$ cat src/rtl/operand_register_file.sv
// Operand register file feeding the 2:1 operand mux: two registered read ports (A -> in0,
// B -> in1), one synchronous write port, and same-edge write-to-read bypass.
module operand_register_file #(
   parameter int unsigned dataWidth = 8,
   parameter int unsigned addrWidth = 2
) (
   input  logic                 clk,
   input  logic                 reset_n,
   input  logic                 writeEnable,
   input  logic [addrWidth-1:0] writeAddr,
   input  logic [dataWidth-1:0] writeData,
   input  logic                 readEnable,
   input  logic [addrWidth-1:0] readAddrA,
   input  logic [addrWidth-1:0] readAddrB,
   output logic [dataWidth-1:0] readDataA,
   output logic [dataWidth-1:0] readDataB,
   output logic                 readValid
);

   localparam int unsigned NumRegs = 2 ** addrWidth;

   logic [dataWidth-1:0] r_regs [NumRegs];
   logic [dataWidth-1:0] r_read_data_a;
   logic [dataWidth-1:0] r_read_data_b;
   logic                 r_read_valid;

   logic                 w_bypass_a;
   logic                 w_bypass_b;
   logic [dataWidth-1:0] w_next_a;
   logic [dataWidth-1:0] w_next_b;

   // A read of the register being written this edge must see the new value.
   always_comb begin
      w_bypass_a = writeEnable && (writeAddr == readAddrA);
      w_bypass_b = writeEnable && (writeAddr == readAddrB);
      w_next_a   = w_bypass_a ? writeData : r_regs[readAddrA];
      w_next_b   = w_bypass_b ? writeData : r_regs[readAddrB];
   end

   always_ff @(posedge clk or negedge reset_n) begin
      if (!reset_n) begin
         for (int i = 0; i < NumRegs; i++) begin
            r_regs[i] <= '0;
         end
      end else if (writeEnable) begin
         r_regs[writeAddr] <= writeData;
      end
   end

   always_ff @(posedge clk or negedge reset_n) begin
      if (!reset_n) begin
         r_read_data_a <= '0;
         r_read_data_b <= '0;
         r_read_valid  <= 1'b0;
      end else begin
         r_read_valid <= readEnable;
         if (readEnable) begin
            r_read_data_a <= w_next_a;
            r_read_data_b <= w_next_b;
         end
      end
   end

   assign readDataA = r_read_data_a;
   assign readDataB = r_read_data_b;
   assign readValid = r_read_valid;

endmodule

$ cat config.mk
export PLATFORM = sky130hd
export DESIGN_NAME = operand_register_file
export DESIGN_NICKNAME = d
export VERILOG_FILES = /design/src/rtl/operand_register_file.sv
export SDC_FILE = /design/constraint.sdc
export NUM_CORES = 1
export LEC_CHECK = 0
export CAP_MARGIN = 20
export CORE_MARGIN = 5
export CORE_UTILIZATION = 40
export CTS_CLUSTER_SIZE = 30
export DETAILED_ROUTE_END_ITERATION = 12
export DONT_BUFFER_PORTS = 1
export PLACE_DENSITY = 0.62
export SYNTH_ARGS = -nofsm -noshare
export SYNTH_HDL_FRONTEND = slang
export SYNTH_SLANG_ARGS = --single-unit
$ cat constraint.sdc
create_clock -name clk -period 1.8 [get_ports clk]
set_input_delay 0.36 -clock clk [delete_from_list [all_inputs] [get_ports clk]]
set_output_delay 0.36 -clock clk [all_outputs]
set_load 0.02 [all_outputs]
==> run metrics <==
fraction of layout cells with a size suffix above 1 37.7%; Cells after Synth 153; clock-pin slew on the worst setup and hold paths 90 ps; Crit Path Class flop to flop; WL per Instance 22.7 µm; count of standard-cell rows 28; num ports 35; final hold vios 0; worst reg2reg path depth 2; Slew Viols, Final 0; global-route wire length before repair 8580 µm; Post-Place Cells 219; post-CTS sizing 0; RSZ-0062 raised after global routing false; Worst-Skew Late Latency 300 ps; startpoint types flop; commonest non-fill, non-tap cell in the layout dfrtp_1; Worst Skew 8.02 ps; CP endpoint readDataA[6]; Post-CTS Setup Bufs 0; post-synthesis sequential area ratio 50.7%; most frequent cells in the layout dfrtp_1, mux2_2, nor2b_1, a221o_1, mux4_2; Critical Path Fanout Max 3; Max Clk Rate 742 MHz; DRC 0; Total Die Area 0.00770 mm²; GP Congestion 0.785; Final min period 1350 ps; relative slew slack 62.1%; Max IR drop VDD 523 µV; vias in the first global route 1,568; post-route ant nets 0; post-synthesis register bit count 49; post-cts hold buffer count 2; R2R Path Start r_regs[6]; via count 1,334; # Max-Cap Violations 0; Critical Path RT 1990 ps; HPWL after DPL 3560 µm; crit path launch r_regs[6]; port buffer count 0; CP arrival 1530 ps; Final Core Density 43.5%; initial antenna violation count 0; area taken by multi-input logic gates 0.00111 mm²; vias per inst 5.83; Inserted Diodes 0; total clock sinks 49; TritonCTS clock tree done; grt total ovfl 0; register area 0.00123 mm²; syn nets 171; CTS Buffer Depth 2; Power Total 0.00270 W; period utilization 74.9%; hold crit path type input port to flop; Worst R2R Setup Slack 450 ps; Die Span Y 87.8 µm; Die Width 87.8 µm; largest net degree at the start of global routing 50; non-filler cells, final 229; drt pass-1 iters 4; CP endpoint kind flop; Final Setup Violations 0; Nets 171; post-synth cell types 19; Placeable Area 0.00589 mm²; P per Cell Area 1050 mW/mm²; Fill cells 540; Leak 1.03 nW; GRT Total Usage 15.1%; clock root buffer clkbuf_8; CTS Buf Count 5; Crit Reg-Reg Endpoint readDataA[6]; TNS Setup 0 ps; worst slew pin tran 566 ps; H-tree depth 2; Post-Syn Area per Cell 15.8 µm²; synthesized area 0.00242 mm²; Starting Density 41.1%; YS warnings 0; Total Routed Length 5190 µm; Area Growth Syn to Fin 5.95%; status completed; DRT iter0 DRCs 48
==> layer usage <==
metal / share of wire (%) / track usage, % / vias to the layer above
li1: - / - / 598
met1: 39 / 17.8 / 702
met2: 54 / 26.6 / 28
met3: 5.6 / 4.23 / 6
met4: 1.3 / 5.02 / 0
met5: 0 / 0 / -
==> how the worst min path moves through the flow <==
stage | slack (ps) | depth (start not counted) | to | start
floorplan | 60 | 0 | r_regs[0] | reset_n
global placement | 70 | 0 | readDataA[0] | reset_n
detailed placement | 70 | 0 | readDataA[0] | reset_n
CTS | 70 | 0 | readValid | readEnable
global route | 60 | 0 | readValid | readEnable
finish | 80 | 0 | readValid | readEnable
==> registers in the layout, summed over array words and instances (netlist names) <==
signal and count:
readValid 1, readDataA 8, r_regs 32, readDataB 8
==> synthesized netlist by cell type <==
cell	count	area, µm²
a221o_1	16	160
a31oi_2	2	25.0
and3b_1	2	17.5
buf_2	3	15.0
buf_4	2	15.0
buf_6	4	45.0
clkbuf_1	1	3.75
dfrtp_1	49	1230
inv_1	1	3.75
mux2_2	32	360
mux4_1	2	52.6
mux4_2	14	315
nand2_1	1	3.75
nand3_1	1	5.00
nand3b_1	2	15.0
nor2b_1	16	100
nor3b_2	1	12.5
xnor2_1	3	26.3
xnor2_2	1	16.3
==> final cells by class <==
type	count	area share (%)
multi-input cells	93	43.3
repair buffers	3	1.76
clock inverters	1	0.293
flip-flops and latches	49	47.9
clock buffers	7	2.98
well taps	75	3.66
inverters	1	0.146
==> per-stage QoR <==
| step | cell area [µm²] | setup slack (ps) | hold WS (ps) |
|---|---|---|---|
| floorplan | 2420 | 346 | 64.4 |
| global placement | 2440 | 435 | 66.0 |
| detailed placement | 2440 | 374 | 66.3 |
| CTS | 2560 | 446 | 69.2 |
| global route | 2560 | 419 | 56.5 |
| finish | 2560 | 452 | 79.4 |
==> cell families after synthesis <==
logic type      after synthesis  synth area share, %
compound gates               18                 7.66
buf+inv                      11                 3.41
flops                        49                 50.7
simple gates                 23                 6.36
xor+xnor                      4                 1.76
mux                          48                 30.1
==> critical path, stage by stage, from the launching register on <==
cell and delay (ps):
dfrtp_1 390, mux4_2 480, a221o_1 360
==> where the power goes <==
part           switching (W)  internal [W]  total, W
combinational       0.000150      0.000344  0.000494
clock               0.000353      0.000275  0.000628
sequential          0.000258       0.00132   0.00158
Note: power is estimated with default switching activity, not from simulation.
